$ cat config.mk
export PLATFORM = sky130hd
export DESIGN_NAME = pool_max
export DESIGN_NICKNAME = d
export VERILOG_FILES = /design/src/rtl/pool_max.sv
export SDC_FILE = /design/constraint.sdc
export NUM_CORES = 1
export LEC_CHECK = 0
export ABC_AREA = 0
export CAP_MARGIN = 20
export CORE_MARGIN = 2
export CORE_UTILIZATION = 51
export DETAILED_ROUTE_END_ITERATION = 10
export GPL_ROUTABILITY_DRIVEN = 0
export PLACE_DENSITY = 0.83
export SLEW_MARGIN = 10
export SYNTH_ARGS = -nofsm -noshare
export SYNTH_HDL_FRONTEND = slang
export SYNTH_SLANG_ARGS = --single-unit
$ cat constraint.sdc
create_clock -name clk -period 3.4 [get_ports clk]
set_clock_uncertainty 0.15 [all_clocks]
set_input_delay 0.51 -clock clk [delete_from_list [all_inputs] [get_ports clk]]
set_output_delay 0.51 -clock clk [all_outputs]
set_load 0.01 [all_outputs]
$ cat src/rtl/pool_max.sv
// pool_max: per-lane signed max pooling over windows of 1, 2 or 4 consecutive
// columns, with a one-cycle registered bypass when pooling is disabled.
module pool_max #(
  parameter int DWIDTH        = 8,
  parameter int DESIGN_SIZE   = 16,
  parameter int MAX_BITS_POOL = 3
) (
  input  logic                          clk,
  input  logic                          reset,
  input  logic                          enable_pool,
  input  logic [MAX_BITS_POOL-1:0]      pool_window_size,
  input  logic                          in_data_available,
  input  logic [DESIGN_SIZE*DWIDTH-1:0] inp_data,
  input  logic [DESIGN_SIZE-1:0]        validity_mask,
  output logic [DESIGN_SIZE*DWIDTH-1:0] out_data,
  output logic                          out_data_available,
  output logic                          done_pool
);

  localparam int CW = $clog2(DESIGN_SIZE + 1);
  localparam int DW = DESIGN_SIZE * DWIDTH;

  typedef enum logic [1:0] {IDLE, ACCUM, DONE} state_t;

  state_t          state, state_next;
  logic [CW-1:0]   col_cnt, col_cnt_next;
  logic [2:0]      win_cnt, win_cnt_next;
  logic [2:0]      win_len, win_len_next;
  logic [DW-1:0]   acc, acc_next;
  logic [DW-1:0]   pool_data, pool_data_next;
  logic            pool_avail, pool_avail_next;
  logic            done_int, done_int_next;

  logic [DW-1:0]   byp_data;
  logic            byp_avail;

  logic [2:0]      win_sel;
  logic [2:0]      eff_len;
  logic            first_col;
  logic [CW-1:0]   col_step;
  logic [2:0]      win_step;
  logic [DW-1:0]   col_max;
  logic [DW-1:0]   masked_max;

  // Decode the requested window; anything other than 2 or 4 behaves as 1.
  always_comb begin
    win_sel = 3'd1;
    if (pool_window_size == MAX_BITS_POOL'(2))
      win_sel = 3'd2;
    else if (pool_window_size == MAX_BITS_POOL'(4))
      win_sel = 3'd4;
  end

  // In IDLE the tile has not latched its window yet, so use the live decode.
  assign eff_len   = (state == IDLE) ? win_sel : win_len;
  assign first_col = (state == IDLE) || (win_cnt == 3'd0);
  assign col_step  = (state == IDLE) ? CW'(1) : col_cnt + CW'(1);
  assign win_step  = (state == IDLE) ? 3'd1 : win_cnt + 3'd1;

  // Per-lane running max; the first column of a window loads directly.
  always_comb begin
    col_max    = '0;
    masked_max = '0;
    for (int i = 0; i < DESIGN_SIZE; i++) begin
      if (first_col ||
          ($signed(inp_data[i*DWIDTH +: DWIDTH]) > $signed(acc[i*DWIDTH +: DWIDTH])))
        col_max[i*DWIDTH +: DWIDTH] = inp_data[i*DWIDTH +: DWIDTH];
      else
        col_max[i*DWIDTH +: DWIDTH] = acc[i*DWIDTH +: DWIDTH];
      masked_max[i*DWIDTH +: DWIDTH] = validity_mask[i] ? col_max[i*DWIDTH +: DWIDTH]
                                                        : {DWIDTH{1'b0}};
    end
  end

  // Next-state and datapath updates for the pooling FSM.
  always_comb begin
    state_next      = state;
    col_cnt_next    = col_cnt;
    win_cnt_next    = win_cnt;
    win_len_next    = win_len;
    acc_next        = acc;
    pool_data_next  = pool_data;
    pool_avail_next = 1'b0;
    done_int_next   = done_int;

    if (!enable_pool) begin
      state_next    = IDLE;
      col_cnt_next  = '0;
      win_cnt_next  = 3'd0;
      win_len_next  = 3'd0;
      acc_next      = '0;
      done_int_next = 1'b0;
    end else begin
      case (state)
        IDLE, ACCUM: begin
          if (in_data_available) begin
            acc_next     = col_max;
            col_cnt_next = col_step;
            if (state == IDLE)
              win_len_next = win_sel;
            if (win_step == eff_len) begin
              pool_data_next  = masked_max;
              pool_avail_next = 1'b1;
              win_cnt_next    = 3'd0;
            end else begin
              win_cnt_next = win_step;
            end
            if (col_step == CW'(DESIGN_SIZE)) begin
              state_next    = DONE;
              done_int_next = 1'b1;
            end else begin
              state_next = ACCUM;
            end
          end
        end
        DONE: begin
          done_int_next = 1'b1;
        end
        default: begin
          state_next = IDLE;
        end
      endcase
    end
  end

  // Pooling state register.
  always_ff @(posedge clk or negedge reset) begin
    if (!reset) begin
      state      <= IDLE;
      col_cnt    <= '0;
      win_cnt    <= 3'd0;
      win_len    <= 3'd0;
      acc        <= '0;
      pool_data  <= '0;
      pool_avail <= 1'b0;
      done_int   <= 1'b0;
    end else begin
      state      <= state_next;
      col_cnt    <= col_cnt_next;
      win_cnt    <= win_cnt_next;
      win_len    <= win_len_next;
      acc        <= acc_next;
      pool_data  <= pool_data_next;
      pool_avail <= pool_avail_next;
      done_int   <= done_int_next;
    end
  end

  // Bypass path runs every cycle so switching modes never exposes stale data.
  always_ff @(posedge clk or negedge reset) begin
    if (!reset) begin
      byp_data  <= '0;
      byp_avail <= 1'b0;
    end else begin
      byp_data  <= inp_data;
      byp_avail <= in_data_available;
    end
  end

  assign out_data           = enable_pool ? pool_data  : byp_data;
  assign out_data_available = enable_pool ? pool_avail : byp_avail;
  assign done_pool          = enable_pool ? done_int   : 1'b1;

endmodule

# Yosys cells after proc, flatten, opt, wreduce, memory -nomap -nowiden

Index checks and enable logic that the tools add are counted.

Output and inout port bits: 130
Register bits after elaboration: 400
Word-level logic and storage cells: 129

Reduce and logical (&&, ||, !) cells: 24
Add/subtract/negate cells: 2
Muxes and demuxes: 65
Magnitude comparators: 16
Equality and inequality tests: 12

Operator list:

| kind                                                                     | number |
|---|---|
| 128-bit two-way mux                                                      | 4 |
| 8-bit two-way mux                                                        | 32 |
| 8-bit greater-than comparator                                            | 16 |
| 3-bit two-way mux                                                        | 11 |
| 5-bit two-way mux                                                        | 4 |
| 1-bit logical OR                                                         | 17 |
| 1-bit two-way mux                                                        | 9 |
| 2-bit two-way mux                                                        | 3 |
| 3-bit inequality test (second input constant)                            | 2 |
| 5-bit by 1-bit adder with 5-bit output (second input constant)           | 1 |
| 5-bit == test (second input constant)                                    | 1 |
| 2-bit by 1-bit inequality test with 1-bit output (second input constant) | 2 |
| 2-bit one-hot mux with 2 select lines                                    | 1 |
| 2-bit AND reduction                                                      | 2 |
| 4-bit AND reduction                                                      | 1 |
| 3-bit by 1-bit adder with 3-bit output (second input constant)           | 1 |
| 3-bit by 2-bit == test with 1-bit output (second input constant)         | 1 |
| 3-bit == test                                                            | 1 |
| 3-bit == test (second input constant)                                    | 1 |
| 3-bit zero test                                                          | 1 |
| 3-bit by 1-bit inequality test with 1-bit output (second input constant) | 1 |
| 3-bit AND reduction                                                      | 1 |
| 2-bit by 1-bit == test with 1-bit output (second input constant)         | 1 |
| 2-bit == test (second input constant)                                    | 1 |
| 4 further kinds                                                          | 4 |

# Longest topological paths before layout

Word-level depth: 9
Gate-level depth with buffers: 11
Depth with buffers taken out: 10

# Least setup slack after synthesis

No wires, ideal clock.

Path kind: input port to flip-flop
From: input port inp_data[125]
To: register acc[125]
Setup slack: 0.903 ns
Cell stages on the path: 9
Arrival: 2.226 ns
Setup time: 0.122 ns
Cell sequence: ha_1 > a21oi_1 > nor2b_1 > a2111oi_4 > a21oi_2 > or2_1 > buf_6 > buf_6 > a32o_1

Cells in the longest elaborated chain, start to end: 6

RTL lines:

| what                          | line | text |
|---|---|---|
| from (decl)                   | 13   | `input logic [DESIGN_SIZE*DWIDTH-1:0] inp_data,` |
| 8-bit greater-than comparator | 66   | `($signed(inp_data[i*DWIDTH +: DWIDTH]) > $signed(acc[i*DWIDTH +: DWIDTH])))` |
| 1-bit logical OR              | 65   | `if (first_col \|\|` |
| 8-bit two-way mux (*)         | 65   |  |
| 128-bit two-way mux (*)       | 96   | `if (in_data_available) begin` |
| 128-bit two-way mux (*)       | 94   | `case (state)` |
| 128-bit two-way mux (*)       | 86   | `if (!enable_pool) begin` |
| to (signal assigned)          | 142  | `acc <= acc_next;` |
| to (decl)                     | 29   | `logic [DW-1:0] acc, acc_next;` |

Every way passes the cells marked *; elsewhere a longest branch is shown, timed or not. The select of a mux whose other input is x is not followed.
A chain may end at the register's enable or synchronous reset.

# Final worst setup path

From: input port enable_pool
To: output port out_data[91]

Cells in the longest elaborated chain, start to end: 1

RTL lines:

| what                | line | text |
|---|---|---|
| from (decl)         | 10   | `input logic enable_pool,` |
| 128-bit two-way mux | 160  | `assign out_data = enable_pool ? pool_data : byp_data;` |
| to (decl)           | 15   | `output logic [DESIGN_SIZE*DWIDTH-1:0] out_data,` |

Every way passes these cells.

==> out/qor.yml <==
status: "finished, final reports clean"
grt-busiest-layer: "met2"
post-synth-top-area-cell: "dfrtp_1"
clk_latency_ps: 550
ys_seq_elements: 400
cts_htree_levels: 2
synth_top_cells_by_count: "dfrtp_1 (400), nand2_1 (169), inv_1 (145), ha_1 (131), mux2_2 (129)"
slew_violations: 0
diodes: 0
rsz0062_at_grt: "false"
rows: 72
syn2layout_area_growth_pct: 24.3
fin_total_pwr_mw: 12.1
cp-end-kind: "output port"
worstMarginPinSlew_ps: 924
antenna_left: 0
preCtsSetupSlack_ps: 154
clockRootBuffer: "clkbuf_16"
ir_drop_mv: 0.423
crit_type: "input port to output port"
wl_per_cell_um: 19.2
cts_made_buffers: 41
fp.dieW_um: 201
die_h_um: 201
synthesis.area_mm2: 0.0199
postSynth.asyncResetShare: 1.00
setup_violations: 0
start_kind: "input port"
drc_errors: 0
antenna_found_initial: 0
cts_tree: "done"
grt_use_met3: 0.0523
synth_top_area_frac: 0.504
post_cts_resized: 0
cp.arrival_ps: 2180
design_area_mm2: 0.0247
ys_warn_count: 0
synth.avg_cell_area_um2: 11.4
start_util: 0.515
layout-drive-gt1-share: 0.133
syn_inst: 1738
yosysUniqueCellTypes: 59
critical_path.slowest_cell: "clkdlybuf4s50_1"
dr.pass1.iters: 5
drtIter0Drc: 856
setup_ws_ps: 563
synth.area.top_cells: "dfrtp_1 (50%), ha_1 (8.2%), mux2_2 (7.3%), mux2i_1 (4.8%), a22o_1 (4.3%)"
dp.final_hpwl_mm: 34.2
p_per_area_mw_per_mm2: 489
cts_buffer_depth: 3
leakagePower_nw: 10.9
ys.flop_type: "dfrtp_1"
post_dp_cell_area_mm2: 0.0234
path_clk_slew_ps: 60
crit_required_ps: 2740
fin_tns_setup_ps: 0
viasPerCell: 5.82
grt_pass1_wl_mm: 80.9
core_mm2: 0.0386
ys_seq_area_frac: 0.504
drv_cap: 0
num_vias: 15030
nNetsFinal: 2318
grt_max_degree: 137
clkSinkCount: 400
critPathLaunch: "enable_pool"
synth_most_common_cell: "dfrtp_1"
max_freq_mhz: 353
cpPeakStageDelay_ps: 510
fin_crit_sh: 0.834
slew_headroom: 0.380
globalRouteMet1Util: 0.327
hold_class: "input port to flop"
grt_pass1_vias: 15640
wl_mm: 49.7
groute.usage.overall: 0.245
min_period_ps: 2840
hp-start: "enable_pool"
synth.net_count: 2020
grt-ovfl-total: 0
final_util: 0.641
die-area_mm2: 0.0406
io_pins: 281
crit_fanout: 36
hold_viol: 0
worstPathCellList: "buf_6 > buf_4 > mux2_2 > clkdlybuf4s50_1"
io_buffers: 280
synth-edff-count: 0
worstReg2RegStart: "win_cnt[0]$_DFFE_PN0P_"
grt_use_met2: 0.407
## per-stage QoR
step	instances	hold WS, ps
after global placement	2510	307
final	2582	307
after CTS	2582	280
after detailed placement	2510	314
after global routing	2582	327
after floorplan	1738	64.4
## layout by cell type, fill, tap and decap left out, types with 8 or more instances in the layout
master           count
o31ai_2             12
inv_1              145
clkinv_2            11
a32o_1              32
nor2b_1             17
mux2i_1             96
o21ai_1             66
o31ai_1             10
buf_12               8
nand2_1            168
a22o_1              98
nor2_1              15
ha_1               131
buf_4               43
dfrtp_1            400
a2111oi_0            9
o211ai_1            35
clkdlybuf4s50_1    278
a21oi_1             28
o21ai_0             62
nand4_1             19
a211oi_1             9
mux2_2             129
o2111ai_1           34
clkbuf_16           41
a21o_1               8
nand2b_1            10
nand3_1             47
clkbuf_1            10
## worst max-delay path, delay by kind of cell
kind / cells / cell delay (ps)
buf+inv: 3 / 1250
mux: 1 / 380
## routing by layer
metal	vias to the layer above	wire length, um	share of wire
li1	6918	-	-
met1	7514	21300	0.43
met2	508	23900	0.48
met3	90	3340	0.067
met4	0	1100	0.022
met5	-	0	0
## report_power, final
group | switching, mW | internal, mW | leakage [nW]
registers | 0.248 | 5.20 | 5.09
clock network | 1.83 | 2.50 | 0.632
logic | 1.15 | 1.16 | 5.17
total | 3.22 | 8.85 | 10.9
## timing repair
action                                 CTS  global route
endpoints found under the hold margin   83             0
buffers inserted                         0             0
hold buffers                             1             0
## cell families after synthesis
group           synth area share
simple gates              0.0763
buf+inv                   0.0474
compound gates             0.165
mux                        0.121
fa+ha+maj                 0.0825
xor+xnor                 0.00334
flops                      0.504
## flip-flops by register name, indices dropped and copies added (netlist names)
register,cells
pool_avail,1
pool_data,128
col_cnt,5
byp_data,128
state,2
win_len,3
byp_avail,1
win_cnt,3
acc,128
done_int,1
## area by class of cell
class / instances / area, um2
multi-input cells: 1115 / 8930
flip-flops and latches: 400 / 10000
clock inverters: 14 / 123
inverters: 146 / 548
fillers: 2914 / 13800
well taps: 518 / 648
repair buffers: 332 / 3300
clock buffers: 57 / 1150
## path summary, 6_finish.rpt
kind	to	slack [ps]	cells past startpoint
worst max-delay path	out_data[91]	560	4
worst min-delay path	done_int$_DFFE_PN0P_	310	3
min in group asynchronous	byp_data[56]$_DFF_PN0_	430	2
worst min register to register	pool_data[100]$_DFFE_PN0P_	320	2
max in group asynchronous	pool_data[2]$_DFFE_PN0P_	1800	3
worst max register to register	acc[8]$_DFFE_PN0P_	570	6
(Power assumes the default switching activity.)
